File: config.mk
export PLATFORM = sky130hd
export DESIGN_NAME = expr_eval
export DESIGN_NICKNAME = d
export VERILOG_FILES = /design/src/rtl/expr_eval.sv
export SDC_FILE = /design/constraint.sdc
export NUM_CORES = 1
export LEC_CHECK = 0
export CORE_MARGIN = 4
export CORE_UTILIZATION = 40
export DETAILED_ROUTE_END_ITERATION = 7
export PLACE_DENSITY = 0.71
export SLEW_MARGIN = 20
export SYNTH_ARGS = -nofsm -noshare
export SYNTH_HDL_FRONTEND = slang
export SYNTH_SLANG_ARGS = --single-unit
File: constraint.sdc
create_clock -name clk -period 5.84 [get_ports clk]
set_clock_uncertainty 0.1 [all_clocks]
set_input_delay 0.876 -clock clk [delete_from_list [all_inputs] [get_ports clk]]
set_output_delay 0.876 -clock clk [all_outputs]
set_load 0.05 [all_outputs]
File: src/rtl/expr_eval.sv
// expr_eval: evaluates "digit (op digit)*" ASCII expressions with '+' and '*',
// where '*' binds tighter than '+'. A running value is registered after every
// accepted digit, so it is readable the cycle after that digit is sampled.
// Optional feature macro: EXPR_SAT_EN (clamp overflowing values to all ones
// instead of wrapping modulo 2^W).
module expr_eval #(
   parameter int W = 16
) (
   input  logic         clk,
   input  logic         clr,
   input  logic [7:0]   in,
   input  logic         in_valid,
   output logic [W-1:0] result,
   output logic         result_valid,
   output logic         ovf,
   output logic         err,
   output logic [1:0]   status
);

   localparam logic [1:0] IDLE = 2'b00;
   localparam logic [1:0] OPD  = 2'b01;
   localparam logic [1:0] OPR  = 2'b10;
   localparam logic [1:0] ERR  = 2'b11;

   logic [1:0]   state, state_nxt;
   logic [W-1:0] sum, term;
   logic         mul;

   logic         is_dig, is_add, is_mul;
   logic [3:0]   dig;
   logic [W+3:0] prod_w, term_new_w, sum_add_w, res_w;
   logic [W-1:0] term_new, sum_add, res_next;
   logic         ovf_dig, ovf_add;

   // True when v does not fit in W bits.
   function automatic logic over(input logic [W+3:0] v);
      return |v[W+3:W];
   endfunction

   // Reduce a wide intermediate to the stored W-bit value.
   function automatic logic [W-1:0] fit(input logic [W+3:0] v);
`ifdef EXPR_SAT_EN
      return over(v) ? {W{1'b1}} : v[W-1:0];
`else
      return v[W-1:0];
`endif
   endfunction

   // Character classification; digits map to their low nibble ('0' is 8'h30).
   always_comb begin
      is_dig = (in >= 8'h30) && (in <= 8'h39);
      is_add = (in == 8'h2B);
      is_mul = (in == 8'h2A);
      dig    = in[3:0];
   end

   // Wide arithmetic for the next term, the '+' fold and the running result.
   always_comb begin
      prod_w     = {4'b0000, term} * {{W{1'b0}}, dig};
      term_new_w = (mul && state == OPR) ? prod_w : {{W{1'b0}}, dig};
      term_new   = fit(term_new_w);
      res_w      = {4'b0000, ((state == IDLE) ? {W{1'b0}} : sum)} + {4'b0000, term_new};
      sum_add_w  = {4'b0000, sum} + {4'b0000, term};
      sum_add    = fit(sum_add_w);
      ovf_dig    = over(term_new_w) || over(res_w);
      ovf_add    = over(sum_add_w);
`ifdef EXPR_SAT_EN
      // Once anything has saturated the result is pinned at full scale until clr.
      res_next   = (ovf || ovf_dig) ? {W{1'b1}} : fit(res_w);
`else
      res_next   = fit(res_w);
`endif
   end

   // State register.
   always_ff @(posedge clk) begin
      if (clr) state <= IDLE;
      else     state <= state_nxt;
   end

   // Next-state logic: grammar check on each sampled character.
   always_comb begin
      state_nxt = state;
      if (in_valid) begin
         case (state)
            IDLE:    state_nxt = is_dig ? OPD : ERR;
            OPD:     state_nxt = (is_add || is_mul) ? OPR : ERR;
            OPR:     state_nxt = is_dig ? OPD : ERR;
            default: state_nxt = ERR;
         endcase
      end
   end

   // Output decode from the current state.
   always_comb begin
      status       = state;
      result_valid = (state == OPD);
      err          = (state == ERR);
   end

   // Datapath: sum/term/product flag, registered result and sticky overflow.
   always_ff @(posedge clk) begin
      if (clr) begin
         sum    <= '0;
         term   <= '0;
         mul    <= 1'b0;
         result <= '0;
         ovf    <= 1'b0;
      end else if (in_valid) begin
         case (state)
            IDLE: if (is_dig) begin
               sum    <= '0;
               term   <= term_new;
               mul    <= 1'b0;
               result <= res_next;
               ovf    <= ovf | ovf_dig;
            end
            OPD: if (is_add) begin
               sum  <= sum_add;
               term <= '0;
               mul  <= 1'b0;
               ovf  <= ovf | ovf_add;
            end else if (is_mul) begin
               mul  <= 1'b1;
            end
            OPR: if (is_dig) begin
               term   <= term_new;
               result <= res_next;
               ovf    <= ovf | ovf_dig;
            end
            default: ;
         endcase
      end
   end

endmodule

# Word level (Yosys, flattened, before mapping)
# Index checks and enable logic that the tools add are counted.
[word_totals]
elab_cells = 55
input_bits = 11
reg_bits = 52
[classes]
n_lt_le_gt_ge = 2
mul = 1
n_reduce_logical = 15
n_mux = 18
bitwise_logic = 2
n_addsub = 2
n_eq_ne = 9
[op_table]
columns = ["op", "n"]
rows = [
  ["16-bit two-way mux", 5],
  ["16-bit case mux with 2 select lines", 2],
  ["16-bit by 16-bit adder with 17-bit output", 2],
  ["16-bit by 4-bit multiplier with 20-bit output", 1],
  ["20-bit two-way mux", 1],
  ["8-bit by 6-bit == test with 1-bit output (second input constant)", 2],
  ["4-bit AND reduction", 3],
  ["4-bit OR reduction", 3],
  ["8-bit by 6-bit >= comparator with 1-bit output (second input constant)", 1],
  ["8-bit by 6-bit less-or-equal comparator with 1-bit output (second input constant)", 1],
  ["1-bit two-way mux", 6],
  ["2-bit == test (second input constant)", 2],
  ["2-bit by 1-bit != test with 1-bit output (second input constant)", 2],
  ["1-bit case mux with 2 select lines", 2],
  ["2-bit case mux with 2 select lines", 1],
  ["2-bit nonzero test", 2],
  ["3-bit by 1-bit != test with 1-bit output (second input constant)", 1],
  ["3-bit AND reduction", 1],
  ["2-bit by 1-bit == test with 1-bit output (second input constant)", 1],
  ["1-bit logical AND", 2],
  ["2-bit logical NOT", 1],
  ["1-bit logical OR", 2],
  ["2-bit two-way mux", 1],
  ["2-bit != test (second input constant)", 1],
  ["2 further kinds", 3],
]

# Longest topological paths before layout
# Gate-level depths: netlist of run 1.
[logic_depth]
ltp_word = 9
depth_mapped = 23
depth_no_buf = 21

# Worst setup path before layout of run 1
# No wires, ideal clock.
[synth_timing]
path_type = "input-to-reg"
from = "input port in[3]"
to = "register result[15]"
path_buffers = 2
slack_ns = 0.306
stages = 22
setup_time_ns = 0.062
t_arrival_ns = 5.371
path_cell_list = "clkbuf_1 -> clkbuf_1 -> nand2_1 -> fa_1 -> fa_1 -> inv_1 -> ha_1 -> a211oi_1 -> nor2_1 -> o21a_1 -> o22ai_1 -> xor2_1 -> nor2_1 -> ha_1 -> o21ai_0 -> a21boi_0 -> nand2b_1 -> o21ai_0 -> a31oi_1 -> a31oi_1 -> or4_1 -> nand3_1"
[synth_via]
elab_chain_len = 3
elab_cells_between_ends = 7
[synth_rtl]
columns = ["item", "line", "text"]
rows = [
  ["from (decl)", "11", "input logic [7:0] in,"],
  ["16-bit by 4-bit multiplier with 20-bit output (tied with other cells)", "59", "prod_w = {4'b0000, term} * {{W{1'b0}}, dig};"],
  ["20-bit two-way mux / 1-bit logical AND (equally long branches)", "60, 51", ""],
  ["16-bit by 16-bit adder with 17-bit output / 3-bit AND reduction (equally long branches)", "-", ""],
  ["to (signal assigned)", "115", "result <= res_next;"],
  ["to (signal assigned)", "128", "result <= res_next;"],
  ["to (decl)", "13", "output logic [W-1:0] result,"],
]
# Several ways; a longest one is shown, not always the timed one.
# A chain may end at the register's enable or synchronous reset.

# Worst setup path after layout of run 1
# Ends and elaborated chain as after synthesis.

==> results of run 1 <==
[layout make-up]
| cell class | instances | share of cell area, % |
|---|---|---|
| flip-flops and latches | 52 | 15.9 |
| multi-input cells | 538 | 62.5 |
| clock inverters | 2 | 0.594 |
| repair buffers | 96 | 12.3 |
| inverters | 58 | 3.33 |
| well taps | 176 | 3.37 |
| clock buffers | 6 | 1.97 |
[Yosys cell counts, drive strengths merged, types with 4 or more instances]
cell,number
o211ai,4
o21a,15
or3,4
or4,4
a31oi,6
xnor2,17
xor2,12
nand3,10
nor3,24
o21ai,34
inv,58
fa,30
nand2b,8
nand2,62
nand3b,4
a211o,4
nor2b,22
a211oi,14
a21o,9
a21oi,44
clkbuf,23
nor2,53
o21bai,7
ha,56
mux2i,8
and2,47
dfxtp,52
[worst max-delay path: stages]
cell	delay, ps
clkdlybuf4s50_1	410
buf_6	150
and2_1	170
fa_1	540
inv_1	60
fa_1	540
inv_1	50
ha_2	290
and2b_1	170
o31a_1	280
o21a_1	200
nor3_1	220
nor3_2	80
ha_1	340
o21ai_2	90
a21boi_2	160
nand2b_1	110
o21ai_0	110
a31oi_2	250
a31oi_1	130
or4_1	420
nand3_1	80
[final timing paths]
path              slack, ps  cells past startpoint                    from                      end
hold / removal          350                      2  result[4]$_SDFFE_PP0P_   result[4]$_SDFFE_PP0P_
setup reg to reg        950                     19    term[1]$_SDFFE_PP0P_  result[13]$_SDFFE_PP0P_
hold reg to reg         350                      2  result[4]$_SDFFE_PP0P_   result[4]$_SDFFE_PP0P_
setup / recovery        240                     22                   in[3]  result[15]$_SDFFE_PP0P_
[where the power goes]
part | switching (mW) | internal (mW)
logic | 0.0462 | 0.0259
clock network | 0.138 | 0.204
registers | 0.00395 | 0.356
total | 0.188 | 0.586
[flip-flops by register name (all words and copies together), names as in the netlist]
signal / cells
sum: 16
result: 16
mul: 1
term: 16
status: 2
ovf: 1
[metal layers]
layer  vias up  routed length (um)
li1       2482                   -
met1      2398                6610
met2       106                6670
met3        19                 642
met4         0                 367
met5         -                   0
[through the flow]
stage / std cells / worst slack, ps
after CTS: 927 / 64.5
after global routing: 928 / -60.8
after floorplan: 674 / 306
final: 928 / 245
after global placement: 919 / -219
after detailed placement: 919 / -236
[what timing repair did]
| action | in CTS | in global routing |
|---|---|---|
| setup endpoints to repair | 2 | 5 |
| cloned | 0 | 0 |
| resized for setup | 3 | 23 |
| setup buffers | 0 | 1 |
| pin swaps | 0 | 6 |
[kinds of logic after synthesis]
family	after synthesis	share of synthesized area (%)
muxes	10	1.92
xor gates and xnor gates	29	4.74
and+or+nand+nor	252	23.7
adders and majority gates	86	24.3
buffers and inverters	84	6.24
DFF	52	19.4
AOI/OAI and AO/OA	161	19.6
==> out/results.ini, run 1 <==
[final_layout]
antennaDiodeCount = 0
final_common_cell = buf_4
fin_nets = 848
drive_gt1_share_pct = 13.2
fillers = 1253
seq_area_um2 = 1040
stdcell_area_um2 = 6530
final_core_util_pct = 49.5
final_cell_mix = buf_4 (63), nand2_1 (62), inv_1 (58)
multi_input_area_um2 = 4080
area_delta_synth_final_pct = 21.9

[synthesis]
yosys_warnings = 0
syn-instance-count = 674
syn_area_um2 = 5360
syn_avg_cell_area_um2 = 7.95
yosys.area.top_type_share_pct = 19.4
synth_seq_cells = 52
netlist_top_cells_area = dfxtp_1 (19%), ha_1 (13%), fa_1 (11%), and2_1 (5.5%), nand2_1 (4.3%)
async_reset_ff_share_pct = 0
synth_fp_nets = 771
synth.largest_area_cell = dfxtp_1
synth-edff-count = 0
ys_seq_area_share_pct = 19.4
ys.flop_type = dfxtp_1
yosysUniqueCellTypes = 60

[drt]
dr.pass1.iters = 5
drcViolationCount = 0
drt_iter0_drc = 371
drt-wirelength-per-cell_um = 15.4
routed_wl_mm = 14.3
drt.antenna.violating_nets = 0
vias = 5005
viasPerCell = 5.39

[floorplan]
core.rowCount = 42
initial_core_util_pct = 40.6
core_um2 = 13200
fp.dieH_um = 124
dieArea_um2 = 15300
io_pins = 32
die-width_um = 124

[clock_network]
cts.clk_slew.worst_paths_ps = 70
h-tree-depth = 2
hold_buffers = 0
cts_root_buffer = clkbuf_16
clk_path_buf_depth = 2
cts.sinks = 52
numCtsBuffers = 5
clk_latency_ps = 300
cts_tree = built

[placement]
hpwl_mm = 11.0
placed_area_um2 = 6250
portBuffers = 31
gp_congestion = 0.853

[power]
power_mw = 0.774
irDropWorstVdd_uv = 87.3
p_per_area_nw_per_um2 = 119
leakage_nw = 2.94

[worst_setup_path]
path_max_fanout = 12
required_ps = 5980
critPathArrivalTime_ps = 5730
worst-setup-path-type = input pin to register
start_kind = input pin
crit_path_end_kind = register

[sta]
grt_setup_unrepaired = true
fmax_ghz = 0.179
post-route-min-period_ps = 5600
setup_tns_ps = 0
post-route-period-util_pct = 95.8
slew-limit-headroom_pct = 43.4
worst_pin_slew_ps = 846
slew_viol_final = 0
timing.hold.ws_ps = 354
hold_viol = 0
setup_viol = 0

[grt]
overflow = 0
grt_pass1_wl_mm = 23.2
track_usage_pct = 19.0
grt_busiest_layer = met2
antenna_found_initial = 0
grt_max_degree = 48
grtUsageMet2_pct = 32.0
grt_pass1_vias = 4760
grt_util_met1_pct = 25.8
met3_usage_pct = 1.82

[job]
drv_cap = 0

[min_path]
hold_path.class = register to register

[outcome]
status = finished, final reports clean

Power figures use the tool's default switching activity.
==> run 2, diff against run 1 <==
CORE_UTILIZATION = 33   (was 40)
CTS_CLUSTER_DIAMETER = 80   (was not set)
PLACE_DENSITY = 0.62   (was 0.71)
==> run 2 against run 1 <==
Net effect: sequential cell count did not move; register-to-register slack got worse by 100 ps; hold slack got worse by 0.85 ps; core utilization fell by 8.5 points; fmax rose by 4.2%; clock power fell by 12%; cell area fell by 0.33%; final cell count rose by 5.0%; via count fell by 3.5%; die area rose by 20%; first-iteration DRC count fell by 35%.
==> out/results.ini, run 2 (same netlist as run 1, synthesis figures left out) <==
[sta]
slew-limit-headroom_pct = 39.9  ; -3.5 points
post-route-min-period_ps = 5370  ; -224 ps
setup_viol = 0  ; unchanged
fmax_ghz = 0.186  ; +4.2%
slew_viol_final = 0  ; unchanged
worst_pin_slew_ps = 899  ; +52.5 ps
hold_viol = 0  ; unchanged
setup_tns_ps = 0  ; unchanged
post-route-period-util_pct = 92.0  ; -3.8 points
grt_setup_unrepaired = false

[power]
irDropWorstVdd_uv = 94.0  ; +7.7%
power_mw = 0.733  ; -5.3%
p_per_area_nw_per_um2 = 113  ; -5.0%
leakage_nw = 2.99  ; +1.7%

[job]
drv_cap = 0  ; unchanged

[floorplan]
initial_core_util_pct = 33.7  ; -6.9 points
dieArea_um2 = 18300  ; +20%
core_um2 = 15900  ; +20%
fp.dieH_um = 135  ; +9.4%
io_pins = 32  ; unchanged
die-width_um = 135  ; +9.4%
core.rowCount = 46  ; +9.5%

[final_layout]
antennaDiodeCount = 0  ; unchanged
drive_gt1_share_pct = 12.0  ; -1.2 points
fin_nets = 854  ; +0.71%
area_delta_synth_final_pct = 21.5
top_regs = result: 16 flops, sum: 16 flops, term: 16 flops
fin_cells = 974  ; +5.0%
stdcell_area_um2 = 6510  ; -0.33%
final_common_cell = buf_4
final_cell_mix = buf_4 (71), nand2_1 (62), inv_1 (58)
fillers = 1654  ; +32%

[clock_network]
clk_path_buf_depth = 2  ; unchanged
clk_latency_ps = 300  ; about the same
h-tree-depth = 2  ; unchanged
cts.sinks = 52  ; unchanged
cts.clk_slew.worst_paths_ps = 70  ; about the same
postCtsSetupRepairBufs = 0  ; unchanged
cts_tree = built
cts_root_buffer = clkbuf_16
hold_buffers = 0  ; unchanged
numCtsBuffers = 5  ; unchanged

[worst_setup_path]
worst-r2r-cell-count = 21  ; +2
crit_path_end_kind = register
cp_top_family = adder cells
start_kind = input pin
timing.rr.end = ovf$_SDFFE_PP0P_
crit_buf_inv = 4  ; unchanged
ff2ff_setup_slack_ps = 850  ; -100 ps
cp_slowest_stage_delay_ps = 530  ; about the same
rr_startpoint = term[1]$_SDFFE_PP0P_
path_cells = dlymetal6s2s_1, and2_1, fa_1, inv_1, fa_1, inv_1, ha_1, and2b_1, o31a_1, o21a_1, o21a_1, nor3_1, ha_1, o21ai_1, a21boi_1, and3_1, a21oi_1, a21oi_1, buf_4, o31a_1, o21ai_0, a32oi_1
path_max_fanout = 9  ; -3
worst-setup-path-type = input pin to register
critPathArrivalTime_ps = 5440  ; -290 ps
required_ps = 5910  ; -70 ps
slowest_stage = fa_1

[placement]
gp_congestion = 0.843  ; -1.2%
dp.cells = 966  ; +5.1%
placed_area_um2 = 6350  ; +1.6%
hpwl_mm = 11.3  ; +2.4%
portBuffers = 31  ; unchanged

[min_path]
whs_path_depth = 2  ; unchanged
hold_path.class = register to register
whs_endpoint = result[12]$_SDFFE_PP0P_
holdCritStartpoint = result[12]$_SDFFE_PP0P_

[drt]
routed_wl_mm = 13.7  ; -4.3%
drt_iter0_drc = 241  ; -35%
dr.pass1.iters = 4  ; -1
drt.antenna.violating_nets = 0  ; unchanged
drt-wirelength-per-cell_um = 14.0  ; -8.9%
vias = 4830  ; -3.5%
viasPerCell = 4.96  ; -8.1%
drcViolationCount = 0  ; unchanged

[grt]
grt_pass1_vias = 4707  ; -1.1%
track_usage_pct = 15.3  ; -3.7 points
grt_pass1_wl_mm = 23.1  ; -0.36%
grt_max_degree = 48  ; unchanged
overflow = 0  ; unchanged
antenna_found_initial = 0  ; unchanged

[outcome]
status = finished, final reports clean

run 2: cell types whose count changed in the layout (fill, tap and decap cells not counted), moves of 2 or more:
cell | previous run | this run
a21oi_2 | 3 | 0
nor3_1 | 22 | 24
buf_4 | 63 | 71
a21oi_1 | 41 | 44
o21ai_0 | 28 | 30
nor3_2 | 2 | 0
clkdlybuf4s50_1 | 30 | 27
ha_1 | 53 | 56
ha_2 | 2 | 0
dlymetal6s2s_1 | 0 | 3
buf_6 | 2 | 0
run 2: final cells by class:
type | count | area, um^2 | share of cell area (%)
Clock buffer | 5 | 125 | 1.92
Clock inverter | 3 | 22.5 | 0.346
Inverter | 58 | 218 | 3.34
Multi-Input combinational cell | 538 | 3990 | 61.2
Sequential cell | 52 | 1040 | 16.0
Tap cell | 216 | 270 | 4.15
Timing Repair Buffer | 102 | 846 | 13.0
run 2: what timing repair did:
action,4_1_cts,5_1_grt
endpoints found under the setup margin,1,6
pin swaps,0,0
resized for setup,1,5
cloned,0,0
run 2: metal layers:
layer	global-route usage [%]	part of all wire (%)
met5	0	0
met4	3.64	1.6
met3	1.37	2.6
met2	26.4	47
met1	20.7	49
run 2: tightest hold or removal path, cell delays in order (launching register included):
cell and delay, ps:
dfxtp_1 310, nand2_1 50, a21oi_1 50
run 2: report_power, final:
group | leakage, nW | internal (mW) | switching, mW | total [mW]
logic | 2.50 | 0.0258 | 0.0436 | 0.0693
clock network | 0.0742 | 0.161 | 0.141 | 0.302
registers | 0.419 | 0.356 | 0.00559 | 0.362
run 2: worst max path at each step:
stage                      from                 endpoint  slack [ps]  cells past startpoint
final                     in[3]         ovf$_SDFFE_PP0P_         470                     22
after global routing      in[3]         ovf$_SDFFE_PP0P_         170                     22
after CTS                 in[3]         ovf$_SDFFE_PP0P_          50                     23
after detailed placement  in[3]         ovf$_SDFFE_PP0P_        -310                     22
after global placement    in[3]         ovf$_SDFFE_PP0P_        -230                     22
after floorplan           in[3]  result[15]$_SDFFE_PP0P_         310                     22
run 2: through the flow:
stage                     hold slack (ps)  utilization, %  worst slack (ps)
after floorplan                       345               -               306
after global placement                343            40.0              -232
after detailed placement              347            40.0              -307
after CTS                             357            40.9              51.4
after global routing                  377            41.0               166
final                                 353            41.0               468
==> run 3, diff against run 2 <==
CAP_MARGIN = 20   (was not set)
CORE_ASPECT_RATIO = 1.75   (was not set)
==> run 3 against run 2 <==
Net effect: sequential cell count is the same; sequential share of layout area grew 0.25 points; wire length grew 0.20%; critical path depth is the same; hold slack gained 1.4 ps; via count grew 0.85%; fmax shrank 2.9%; non-clock buffer count shrank 13; first-iteration DRC count shrank 37%; core utilization shrank 0.81 points; sequential power is essentially flat; critical path type unchanged; critical endpoint unchanged; largest cell class unchanged; highest routed layer unchanged.
==> out/results.ini, run 3 (same netlist as run 1, synthesis figures left out) <==
[power]
seqPwrFrac_pct = 48.7  ; -0.6 points
switching_share_pct = 25.5  ; -0.44 points
internal-power_mw = 0.554  ; +2.1%
power.share.clock_pct = 41.8  ; +0.6 points
p_per_area_nw_per_um2 = 116  ; +3.1%
switchingPower_mw = 0.190  ; -0.24%
combPwrFrac_pct = 9.5  ; about the same
irDropWorstVdd_uv = 175  ; +86%
leakage_nw = 2.92  ; -2.5%

[floorplan]
core_um2 = 16000  ; +0.42%
io_pins = 32  ; unchanged
core.rowCount = 61  ; +33%
dieArea_um2 = 18400  ; +0.44%
fp.dieH_um = 177  ; +30%
initial_core_util_pct = 33.6  ; -0.14 points
die-width_um = 104  ; -23%

[worst_setup_path]
start_kind = input pin
slowest_stage = fa_1
cp_slowest_stage_delay_ps = 530  ; about the same
crit_buf_inv = 6  ; +2
cpMostUsedCell = buf_4
path_max_fanout = 10  ; +1
cp_top_family = adder cells
critPathArrivalTime_ps = 5610  ; +170 ps
required_ps = 5920  ; about the same
worst-setup-path-type = input pin to register
crit_path_end_kind = register
path_cells = clkdlybuf4s50_1, buf_4, buf_4, and2_1, fa_1, inv_1, fa_1, inv_1, ha_1, o21ai_1, buf_4, o21a_1, o21ai_0, a31oi_1, o21ai_0, xnor2_1, nor2_1, ha_1, a211oi_1, o2111ai_1, a311oi_1, a32oi_1

[min_path]
hold_path.class = register to register

[clock_network]
h-tree-depth = 2  ; unchanged
postCtsSetupRepairBufs = 0  ; unchanged
cts.clk_slew.worst_paths_ps = 70  ; about the same
cts_tree = built
numCtsBuffers = 5  ; unchanged
clk_latency_ps = 310  ; about the same
cts_root_buffer = clkbuf_16
cts.sinks = 52  ; unchanged
clk_path_buf_depth = 2  ; unchanged

[sta]
slew-limit-headroom_pct = 55.5  ; +16 points
slew_viol_final = 0  ; unchanged
fmax_ghz = 0.181  ; -2.9%
post-route-min-period_ps = 5530  ; +160 ps
worst_pin_slew_ps = 666  ; -233 ps
setup_viol = 0  ; unchanged
worst_slack_ps = 308  ; -160 ps
post-route-period-util_pct = 94.7  ; +2.7 points
hold_viol = 0  ; unchanged
timing.hold.ws_ps = 354  ; +1.35 ps

[drt]
dr.pass1.iters = 4  ; unchanged
viasPerCell = 5.22  ; +5.2%
vias = 4871  ; +0.85%
drt.antenna.violating_nets = 0  ; unchanged
routed_wl_mm = 13.7  ; +0.20%
drt_iter0_drc = 153  ; -37%
drt-wirelength-per-cell_um = 14.7  ; +4.5%
drcViolationCount = 0  ; unchanged

[placement]
gp_congestion = 0.909  ; +7.9%
placed_area_um2 = 6220  ; -2.0%
pre_cts_ws_ps = -373  ; -66.0 ps
portBuffers = 31  ; unchanged
hpwl_mm = 11.1  ; -1.4%

[job]
drv_cap = 0  ; unchanged

[final_layout]
final_common_cell = nand2_1
drive_gt1_share_pct = 11.0  ; -1.0 points
area_delta_synth_final_pct = 19.6
top_regs = result: 16 flops, sum: 16 flops, term: 16 flops
antennaDiodeCount = 0  ; unchanged
fin_nets = 841  ; -1.5%
fillers = 1623  ; -1.9%
stdcell_area_um2 = 6410  ; -1.6%
final_core_util_pct = 40.2  ; -0.81 points
final_cell_mix = nand2_1 (62), inv_1 (58), buf_4 (58)

[grt]
antenna_found_initial = 0  ; unchanged
grt_max_degree = 28  ; -42%
overflow = 0  ; unchanged
grt_pass1_vias = 5049  ; +7.3%
grt_pass1_wl_mm = 23.3  ; +0.87%
track_usage_pct = 15.4  ; +0.095 points

[outcome]
status = finished, final reports clean

run 3: tightest hold or removal path, cell delays in order (launching register included):
cell and delay, ps:
dfxtp_1 310, nand2_1 50, a21oi_1 50
run 3: worst paths after layout:
check | start | slack [ps] | end | cells after the start
hold reg to reg | result[9]$_SDFFE_PP0P_ | 350 | result[9]$_SDFFE_PP0P_ | 2
setup reg to reg | term[0]$_SDFFE_PP0P_ | 1060 | ovf$_SDFFE_PP0P_ | 20
hold / removal | result[9]$_SDFFE_PP0P_ | 350 | result[9]$_SDFFE_PP0P_ | 2
setup / recovery | in[2] | 310 | ovf$_SDFFE_PP0P_ | 22
run 3: layer usage:
metal  wire length (um)  global-route usage [%]  share of wire, %  vias up
met4                461                    7.21               3.4        0
met2               7410                    30.2                54       63
met5                  0                       0                 0        -
met3                325                    1.90               2.4       28
met1               5500                    15.9                40     2329
li1                   -                       -                 -     2451
run 3: per-stage QoR:
stage / setup TNS [ps] / power, mW / std cells
2_1_floorplan: 0 / 0.409 / 674
3_3_place_gp: -768 / 0.442 / 926
3_5_place_dp: -1210 / 0.442 / 926
4_1_cts: 0 / 0.755 / 934
5_1_grt: -0.672 / 0.772 / 934
6_report: 0 / 0.744 / 934
run 3: what timing repair did:
item / in CTS / in global routing
hold buffers: 0 / 0
pin swaps: 0 / 5
endpoints found under the setup margin: 1 / 5
resized for setup: 2 / 11
run 3: final cells by class:
cell class                      instances  area, um^2  area share (%)
Tap cell                              189         236            3.69
Inverter                               58         218            3.40
Multi-Input combinational cell        538        4020            62.7
Timing Repair Buffer                   89         751            11.7
Sequential cell                        52        1040            16.2
Clock buffer                            8         146            2.28
run 3: power groups by stage:
| stage | combinational, mW | sequential [mW] | clock [mW] |
|---|---|---|---|
| floorplan | 0.0380 | 0.371 | 0 |
| global placement | 0.0717 | 0.370 | 0 |
| detailed placement | 0.0718 | 0.370 | 0 |
| CTS | 0.0722 | 0.362 | 0.321 |
| global route | 0.0778 | 0.362 | 0.332 |
| finish | 0.0707 | 0.362 | 0.311 |
